[config.mk]
export PLATFORM = sky130hd
export DESIGN_NAME = sprite_unit_dbuf
export DESIGN_NICKNAME = d
export VERILOG_FILES = /design/src/rtl/sprite_unit_dbuf_pkg.sv /design/src/rtl/sprite_pixel_sel.sv /design/src/rtl/sprite_unit_dbuf.sv
export SDC_FILE = /design/constraint.sdc
export NUM_CORES = 1
export LEC_CHECK = 0
export ABC_CLOCK_PERIOD_IN_PS = 4800
export CAP_MARGIN = 20
export CORE_MARGIN = 3
export CORE_UTILIZATION = 45
export DETAILED_ROUTE_END_ITERATION = 8
export PLACE_DENSITY = 0.78
export SLEW_MARGIN = 10
export SYNTH_ARGS = -nofsm -noshare
export SYNTH_HDL_FRONTEND = slang
export SYNTH_HIERARCHICAL = 1
export SYNTH_SLANG_ARGS = --single-unit
[constraint.sdc]
create_clock -name clock -period 4.8 [get_ports clock]
set_input_delay 0.72 -clock clock [delete_from_list [all_inputs] [get_ports clock]]
set_output_delay 0.72 -clock clock [all_outputs]
set_load 0.1 [all_outputs]
[src/rtl/sprite_unit_dbuf_pkg.sv]
// Shared types for the sprite engine: sprite configuration, output pixel and limits.
package sprite_unit_dbuf_pkg;

  localparam int SPR_PIX_BITS        = 4;
  localparam int SPR_MAX_TILES_LIMIT = 8;

  typedef struct packed {
    logic [8:0] x;
    logic [2:0] w;
    logic       x_mirror;
    logic [4:0] palette;
    logic       fg_prio;
    logic       bg_prio;
  } sprite_conf_t;

  typedef struct packed {
    logic [4:0]              palette;
    logic [SPR_PIX_BITS-1:0] pixel;
    logic                    fg_prio;
    logic                    bg_prio;
    logic                    transparent;
  } sprite_pixel_t;

  localparam sprite_pixel_t PIXEL_IDLE = '{
    palette: 5'd0, pixel: '0, fg_prio: 1'b0, bg_prio: 1'b0, transparent: 1'b1
  };

endpackage

[src/rtl/sprite_pixel_sel.sv]
// Combinational pixel picker: clamps sprite width, tests the column span,
// applies mirroring and decides transparency for one sprite row.
module sprite_pixel_sel
  import sprite_unit_dbuf_pkg::*;
#(
  parameter int PIX_BITS  = 4,
  parameter int MAX_TILES = 4,
  parameter int COL_W     = 9,
  localparam int PAT_W    = MAX_TILES * 8 * PIX_BITS
) (
  input  sprite_conf_t         conf,
  input  logic                 conf_valid,
  input  logic [PAT_W-1:0]     pat,
  input  logic [COL_W-1:0]     col,
  output sprite_pixel_t        pix
);

  localparam int IDX_W = $clog2(MAX_TILES * 8);
  localparam int SH_W  = $clog2(PAT_W) + 1;

  logic [3:0]       weff;
  logic [COL_W:0]   x_ext;
  logic [COL_W:0]   col_ext;
  logic [COL_W:0]   span_end;
  logic [IDX_W-1:0] off;
  logic [IDX_W-1:0] width_m1;
  logic [IDX_W-1:0] idx;
  logic [SH_W-1:0]  shamt;
  logic [PIX_BITS-1:0] value;
  logic             in_span;

  always_comb begin
    if (conf.w == 3'd0)
      weff = 4'd0;
    else if ({1'b0, conf.w} > 4'(MAX_TILES))
      weff = 4'(MAX_TILES);
    else
      weff = {1'b0, conf.w};

    // One extra bit keeps a sprite near the right edge from wrapping to column 0.
    x_ext    = (COL_W+1)'(conf.x);
    col_ext  = {1'b0, col};
    span_end = x_ext + (COL_W+1)'({weff, 3'b000});
    in_span  = conf_valid && (weff != 4'd0) && (col_ext >= x_ext) && (col_ext < span_end);

    // Index arithmetic is modular in IDX_W bits; the result is exact inside the span.
    off      = IDX_W'(col_ext - x_ext);
    width_m1 = IDX_W'({weff, 3'b000} - 7'd1);
    idx      = conf.x_mirror ? (width_m1 - off) : off;
    shamt    = SH_W'(idx) * SH_W'(PIX_BITS);
    value    = PIX_BITS'(pat >> shamt);

    pix             = PIXEL_IDLE;
    pix.palette     = conf.palette;
    pix.fg_prio     = conf.fg_prio;
    pix.bg_prio     = conf.bg_prio;
    pix.pixel       = in_span ? SPR_PIX_BITS'(value) : '0;
    pix.transparent = !in_span || (value == '0);
  end

endmodule

[src/rtl/sprite_unit_dbuf.sv]
// Double-buffered sprite unit: shadow register rides the left-stealing chain,
// active register drives the registered pixel; line_start swaps them.
module sprite_unit_dbuf
  import sprite_unit_dbuf_pkg::*;
#(
  parameter int PIX_BITS  = 4,
  parameter int MAX_TILES = 4,
  parameter int COL_W     = 9,
  localparam int PAT_W    = MAX_TILES * 8 * PIX_BITS
) (
  input  logic             clock,
  input  logic             reset_l,
  input  logic             clear,
  input  logic             line_start,
  input  sprite_conf_t     in_conf,
  input  logic [PAT_W-1:0] in_pat,
  input  logic             in_valid,
  output logic             in_ack,
  output sprite_conf_t     out_conf,
  output logic [PAT_W-1:0] out_pat,
  output logic             out_valid,
  input  logic             out_ack,
  input  logic [COL_W-1:0] col,
  output sprite_pixel_t    pixel
);

  sprite_conf_t     sh_conf, act_conf;
  logic [PAT_W-1:0] sh_pat, act_pat;
  logic             sh_valid, act_valid;
  sprite_pixel_t    pixel_q, sel_pix;
  logic             drain;

  assign drain = out_ack & sh_valid;

  // Gated by reset_l so the handshake stays quiet while reset is held.
  assign in_ack    = reset_l & in_valid & ~sh_valid & ~clear & ~line_start & ~drain;
  assign out_valid = reset_l & sh_valid & ~clear & ~line_start;
  assign out_conf  = sh_conf;
  assign out_pat   = sh_pat;
  assign pixel     = pixel_q;

  always_ff @(posedge clock or negedge reset_l) begin
    if (!reset_l) begin
      sh_conf   <= '0;
      sh_pat    <= '0;
      sh_valid  <= 1'b0;
      act_conf  <= '0;
      act_pat   <= '0;
      act_valid <= 1'b0;
    end else if (clear) begin
      sh_valid  <= 1'b0;
      act_valid <= 1'b0;
    end else if (line_start) begin
      act_conf  <= sh_conf;
      act_pat   <= sh_pat;
      act_valid <= sh_valid;
      sh_valid  <= 1'b0;
    end else if (drain) begin
      sh_valid  <= 1'b0;
    end else if (in_valid && !sh_valid) begin
      sh_conf   <= in_conf;
      sh_pat    <= in_pat;
      sh_valid  <= 1'b1;
    end
  end

  sprite_pixel_sel #(
    .PIX_BITS  (PIX_BITS),
    .MAX_TILES (MAX_TILES),
    .COL_W     (COL_W)
  ) u_sel (
    .conf       (act_conf),
    .conf_valid (act_valid),
    .pat        (act_pat),
    .col        (col),
    .pix        (sel_pix)
  );

  // A clear blanks the output on the very next cycle rather than one later.
  always_ff @(posedge clock or negedge reset_l) begin
    if (!reset_l)
      pixel_q <= PIXEL_IDLE;
    else if (clear)
      pixel_q <= PIXEL_IDLE;
    else
      pixel_q <= sel_pix;
  end

endmodule
==> results of run 1 <==
[metrics by stage]
stage	total power, W	hold slack [ns]	area [µm²]
2_1_floorplan	0.007688	0.4244	13410
3_3_place_gp	0.008954	0.4684	16910
3_5_place_dp	0.009041	0.4716	16910
4_1_cts	0.01177	0.1599	18080
5_1_grt	0.01217	0.1689	18080
6_report	0.01165	0.1394	18080
[power breakdown]
part           internal, W  switching, W
registers          0.00327      0.000524
clock network      0.00166       0.00102
logic              0.00195       0.00323
[state kept, by name, summed over array words and instances, names as in the netlist]
register	cells
act_valid	1
pixel	12
act_conf	20
act_pat	128
out_pat	128
out_conf	20
sh_valid	1
[synthesized netlist by cell type]
cell | n | area (µm²)
xnor2_1 | 4 | 35.03
dfrtp_1 | 309 | 7732
mux4_2 | 24 | 540.5
nand2b_1 | 3 | 18.77
xor2_4 | 1 | 27.53
a31oi_1 | 1 | 6.260
dfstp_2 | 1 | 26.28
and4b_1 | 1 | 10.01
xnor2_2 | 2 | 32.53
fa_1 | 2 | 40.04
a21boi_0 | 1 | 7.510
inv_1 | 13 | 48.80
xor2_1 | 1 | 8.760
mux4_1 | 9 | 236.5
and3_1 | 1 | 6.260
buf_2 | 7 | 35.03
a21oi_1 | 7 | 35.03
mux2i_1 | 27 | 270.3
nand4_1 | 1 | 6.260
or3_1 | 1 | 6.260
a2111oi_0 | 1 | 8.760
nor4b_4 | 1 | 23.77
nor2b_1 | 14 | 87.58
o21a_1 | 1 | 7.510
a31o_2 | 1 | 8.760
mux2_2 | 296 | 3333
ha_1 | 19 | 237.7
nand2_1 | 7 | 26.28
o31a_1 | 1 | 8.760
o21ai_0 | 3 | 15.01
nor3b_1 | 1 | 7.510
a21o_1 | 7 | 52.55
or2_2 | 2 | 12.51
o311ai_0 | 1 | 8.760
and4_1 | 1 | 8.760
buf_4 | 25 | 187.7
clkbuf_1 | 1 | 3.750
xnor3_1 | 1 | 22.52
nor3_1 | 5 | 25.02
nor2_1 | 3 | 11.26
buf_6 | 16 | 180.2
[metal layers]
| layer | vias up | global-route usage [%] | routed length (µm) |
|---|---|---|---|
| met3 | 44 | 4.406 | 1976 |
| met1 | 4166 | 27.03 | 13760 |
| li1 | 3641 | - | - |
| met5 | - | 0 | 0 |
| met4 | 0 | 4.708 | 594 |
| met2 | 247 | 32.26 | 15380 |
[worst paths after layout]
check                          endpoint  slack (ns)  cells past startpoint
setup / recovery               pixel[0]        0.63                     15
hold / removal             out_pat[103]        0.14                      1
setup reg to reg               pixel[0]        0.93                     15
hold reg to reg                pixel[2]        0.49                      1
max in group asynchronous  act_conf[18]        3.21                      2
min in group clock             pixel[2]        0.49                      1
[cells by family (layout without fill, tap and decap cells)]
| group | Yosys count | after routing |
|---|---|---|
| multiplexers | 356 | 356 |
| AO/OA/AOI/OAI | 24 | 24 |
| XOR/XNOR | 9 | 9 |
| buffers and inverters | 62 | 412 |
| adder cells (fa/ha/maj) | 21 | 21 |
| flip-flops | 310 | 310 |
| AND/OR/NAND/NOR | 41 | 41 |
[layout make-up]
type	instances	area [µm²]
Timing Repair Buffer	337	3391
Inverter	13	48.80
Tap cell	384	480.5
Multi-Input combinational cell	451	5231
Fill cell	2165	10930
Clock inverter	12	135.1
Sequential cell	310	7759
Clock buffer	50	1035
==> flow_summary_export.csv, run 1 <==
group,metric,value,unit
pwr,irDropWorstVdd,0.3668,mV
synth,yosys.cell_types.count,41,
synth,synthCells,823,
floorplanning,core,29010,µm²
detailed_routing,viasPerCell,5.201,
cts,ctsHoldBuffers,0,
timing,setup_tns,0,ns
hold_path,hold_path.class,"in2async",
pwr,power.density,644.6,nW/µm²
placement,dp_hpwl,22800,µm
synth,synthSimpleGateAreaFrac,1.866,%
detailed_routing,drc,0,
synth,muxShareOfSynthArea,32.67,%
cts,cts-root-buf,"clkbuf_16",
detailed_routing,first_iter_violations,361,
detailed_routing,drt_first_pass_iters,4,
synth,yosysWarnings,6,
worst_setup_path,reg2reg_from,"act_conf[12]",
synth,syn_nets,1007,
run,drv_cap,0,
cts,numCtsBuffers,35,
timing,finalClockSkew,0.01579,ns
placement,finalWeightedCongestion,0.8174,
timing,tightestPinTransition,1.082,ns
timing,fin_crit_sh,86.81,%
synth,ys_seq_area_share,57.87,%
floorplanning,start_util,46.21,%
worst_setup_path,cp-start-kind,"primary input",
timing,fmax,0.2400,GHz
floorplanning,num_io_pins,325,
worst_setup_path,crit_path_frequent_cell,"mux2i_1",
timing,grt_setup_unrepaired,"no",
grt,antenna_found_initial,0,
detailed_routing,wl_per_cell,20.37,µm
worst_setup_path,crit_required,5.21,ns
cts,tritoncts,"done",
grt,grtUsageTotal,19.73,%
timing,drv_slew,0,
cells_and_area,num_antenna_cells,0,
cells_and_area,areaGrowthSynthToFinish,34.84,%
worst_setup_path,crit_chain,"clkdlybuf4s50_1 > ha_1 > nor2b_1 > o21ai_0 > a21boi_0 > or2_2 > ha_1 > nand2b_1 > mux2i_1 > xnor3_1 > mux2i_1 > mux2i_1 > and4_1 > or3_1 > or2_2",
synth,synth_xor_area_share,0.9425,%
synth,syn_avg_cell_area,16.29,µm²
synth,synthAdderAreaFrac,2.072,%
placement,placedCellCount,1495,
cts,htreeDepth,2,
worst_setup_path,crit_arrival,4.58,ns
grt,grt_pass1_wl,48910,µm
worst_setup_path,path_class,"in2reg",
timing,min_period,4.167,ns
worst_setup_path,crit_start,"col[1]",
worst_setup_path,cp_max_fo,8,
pwr,power.leakage,7.691,nW
synth,syn-cell-area,13410,µm²
cells_and_area,drive_gt1_share,34.19,%
cells_and_area,final_nets,1332,
grt,overflow,0,
cells_and_area,instances_no_fill,1557,
cts,post_cts_buffers,0,
worst_setup_path,cp-end-kind,"flip-flop",
cells_and_area,layout.core_utilization,62.32,%
timing,setup_viol,0,
worst_setup_path,slowest_delay,0.56,ns
detailed_routing,routed_wl,31710,µm
cells_and_area,final_common_cell,"clkdlybuf4s50_1",
cts,cts.repair.resized,0,
floorplanning,fp-row-count,62,
worst_setup_path,critPathBufInv,1,
timing,hold_violations,0,
grt,first_global_vias,8687,
worst_setup_path,cp_top_family,"simple AND/OR/NAND/NOR gates",
synth,synth_compound_area_share,1.185,%
cts,clk_latency,0.50,ns
cells_and_area,final_cell_mix,"321 x clkdlybuf4s50_1, 309 x dfrtp_1, 296 x mux2_2, 37 x clkbuf_16, 27 x mux2i_1",
detailed_routing,drtAntennaViolNets,0,
floorplanning,die-area,31900,µm²
synth,synth_top_family_by_area,"multiplexers",
cts,clk_path_buf_depth,3,
run_status,status,"finished, final reports clean",
floorplanning,fp.dieH,178.6,µm
placement,io_buffers,324,
synth,ys_ff_latch,310,
detailed_routing,vias,8098,
placement,place_ws,0.1915,ns
grt,grt_max_degree,199,
cts,clkTransAtPathRegs,0.06,ns
timing,worst_slack,0.6333,ns
floorplanning,die_w,178.6,µm
timing,relSlewSlack,27.65,%
worst_setup_path,crit_slowest_cell,"xnor3_1",
cts,cts_sinks,310,
No activity file was read; power rests on OpenSTA's default activity.
==> run 2: changes to the inputs <==
- CAP_MARGIN: 20 -> not set
- PLACE_DENSITY: 0.78 -> 0.73
==> run 2 against run 1 <==
  * Critical path depth unchanged
  * Hold slack lost 0.0059 ns
  * Non-clock buffer count decreased by 1
  * Critical path type unchanged
==> flow_summary_export.csv, run 2 (synthesis gave the netlist of run 1 again) <==
group,metric,value,unit
run_status,status,"finished, final reports clean",
cts,cts_sinks,310,
timing,relSlewSlack,28.28,%
cts,htreeDepth,2,
pwr,internal_power,0.006979,W
cells_and_area,drive_gt1_share,34.19,%
floorplanning,die_w,178.6,µm
detailed_routing,drt_first_pass_iters,4,
timing,fin_crit_sh,85.61,%
detailed_routing,first_iter_violations,394,
timing,setup_tns,0,ns
worst_setup_path,crit_slowest_cell,"xnor3_1",
worst_setup_path,critPathBufInv,1,
grt,grt_max_degree,183,
pwr,power.leakage,7.702,nW
cells_and_area,final_common_cell,"clkdlybuf4s50_1",
timing,min_period,4.109,ns
grt,grtUsageTotal,19.87,%
detailed_routing,wl_per_cell,20.43,µm
worst_setup_path,cp-start-kind,"primary input",
pwr,p_sw_share,40.76,%
timing,finalClockSkew,0.02271,ns
worst_setup_path,crit_required,5.22,ns
cells_and_area,num_antenna_cells,0,
placement,io_buffers,324,
worst_setup_path,crit_arrival,4.53,ns
floorplanning,core,29010,µm²
grt,grt_pass1_wl,49110,µm
floorplanning,fp.dieH,178.6,µm
timing,hold_slack,0.1335,ns
detailed_routing,viasPerCell,5.145,
grt,antenna_found_initial,0,
placement,place_ws,0.2057,ns
cts,clkTransAtPathRegs,0.06,ns
worst_setup_path,slowest_delay,0.58,ns
worst_setup_path,worst-path-stages,15,
placement,dp_hpwl,22890,µm
pwr,p_switching,0.004802,W
pwr,power,0.01178,W
timing,worst_slack,0.6907,ns
pwr,pwr-share-comb,44.0,%
timing,grt_setup_unrepaired,"no",
pwr,irDropWorstVdd,0.4510,mV
grt,overflow,0,
worst_setup_path,cp_max_fo,8,
grt,first_global_vias,8584,
cells_and_area,final_cell_mix,"321 x clkdlybuf4s50_1, 309 x dfrtp_1, 296 x mux2_2, 36 x clkbuf_16, 27 x mux2i_1",
timing,hold_violations,0,
worst_setup_path,cp_top_family,"simple AND/OR/NAND/NOR gates",
cts,ctsHoldBuffers,0,
cts,post_cts_buffers,0,
floorplanning,die-area,31900,µm²
cts,cts-root-buf,"clkbuf_16",
floorplanning,start_util,46.21,%
cts,clk_path_buf_depth,3,
timing,tightestPinTransition,1.072,ns
timing,fmax,0.2433,GHz
cts,clk_latency,0.51,ns
floorplanning,num_io_pins,325,
detailed_routing,routed_wl,31810,µm
detailed_routing,drc,0,
cells_and_area,final_nets,1331,
floorplanning,fp-row-count,62,
timing,drv_slew,0,
pwr,seqPwrFrac,32.2,%
worst_setup_path,crit_chain,"clkdlybuf4s50_1 > ha_1 > nor2b_1 > o21ai_0 > a21boi_0 > or2_2 > ha_1 > nand2b_1 > mux2i_1 > xnor3_1 > mux2i_1 > mux2i_1 > and4_1 > or3_1 > or2_2",
timing,setup_viol,0,
hold_path,hold_path.class,"in2async",
placement,finalWeightedCongestion,0.8365,
worst_setup_path,cp-end-kind,"flip-flop",
detailed_routing,drtAntennaViolNets,0,
detailed_routing,vias,8011,
worst_setup_path,crit_path_frequent_cell,"mux2i_1",
pwr,power.share.clock,23.8,%
pwr,power.density,650.1,nW/µm²
run,drv_cap,0,
worst_setup_path,path_class,"in2reg",
cts,cts.repair.resized,0,
cts,numCtsBuffers,35,
worst_setup_path,ff2ff_path_depth,15,
cells_and_area,areaGrowthSynthToFinish,35.17,%
cts,tritoncts,"done",
run 2: cell types whose count changed in the layout (fill, tap and decap cells not counted):
cell        change
buf_4           -1
bufinv_16       +3
clkbuf_16       -1
clkbuf_8        -3
clkinv_2        -1
clkinv_8        +1
clkinvlp_4      +1
inv_6           +1
run 2: layout make-up:
type | count | area (µm²)
inverters | 13 | 48.80
clock inverters | 17 | 252.7
well taps | 384 | 480.5
repair buffers | 336 | 3383
clock buffers | 46 | 968.4
fillers | 2179 | 10890
multi-input cells | 451 | 5231
flip-flops and latches | 310 | 7759
run 2: path summary, 6_finish.rpt:
kind,slack (ns),start,to
max in group asynchronous,3.30,reset_l,act_pat[17]
min,0.13,reset_l,out_pat[99]
max reg2reg,0.98,act_conf[12],pixel[0]
min in group clock,0.48,act_conf[1],pixel[2]
max,0.69,col[1],pixel[0]
min reg2reg,0.48,act_conf[1],pixel[2]
run 2: power by group through the flow:
stage	Sequential [W]	Combinational (W)	Clock, W
2_1_floorplan	0.00563	0.00206	0
3_5_place_dp	0.00385	0.00521	0
5_1_grt	0.00388	0.00547	0.00298
4_1_cts	0.00381	0.00523	0.00287
3_3_place_gp	0.00385	0.00511	0
6_report	0.00379	0.00518	0.00280
run 2: layer usage:
metal	vias up	wire length [µm]	track usage [%]
li1	3654	-	-
met1	4068	13930	27.34
met2	248	15430	32.55
met3	41	1932	4.215
met4	0	511	4.610
met5	-	0	0
run 2: per-stage QoR:
stage	cell area [µm²]	utilization, %	cells
after floorplan	13410	-	823
after global routing	18120	62.47	1557
final	18120	62.47	1557
after CTS	18120	62.47	1557
after detailed placement	16900	58.26	1494
after global placement	16900	58.26	1494
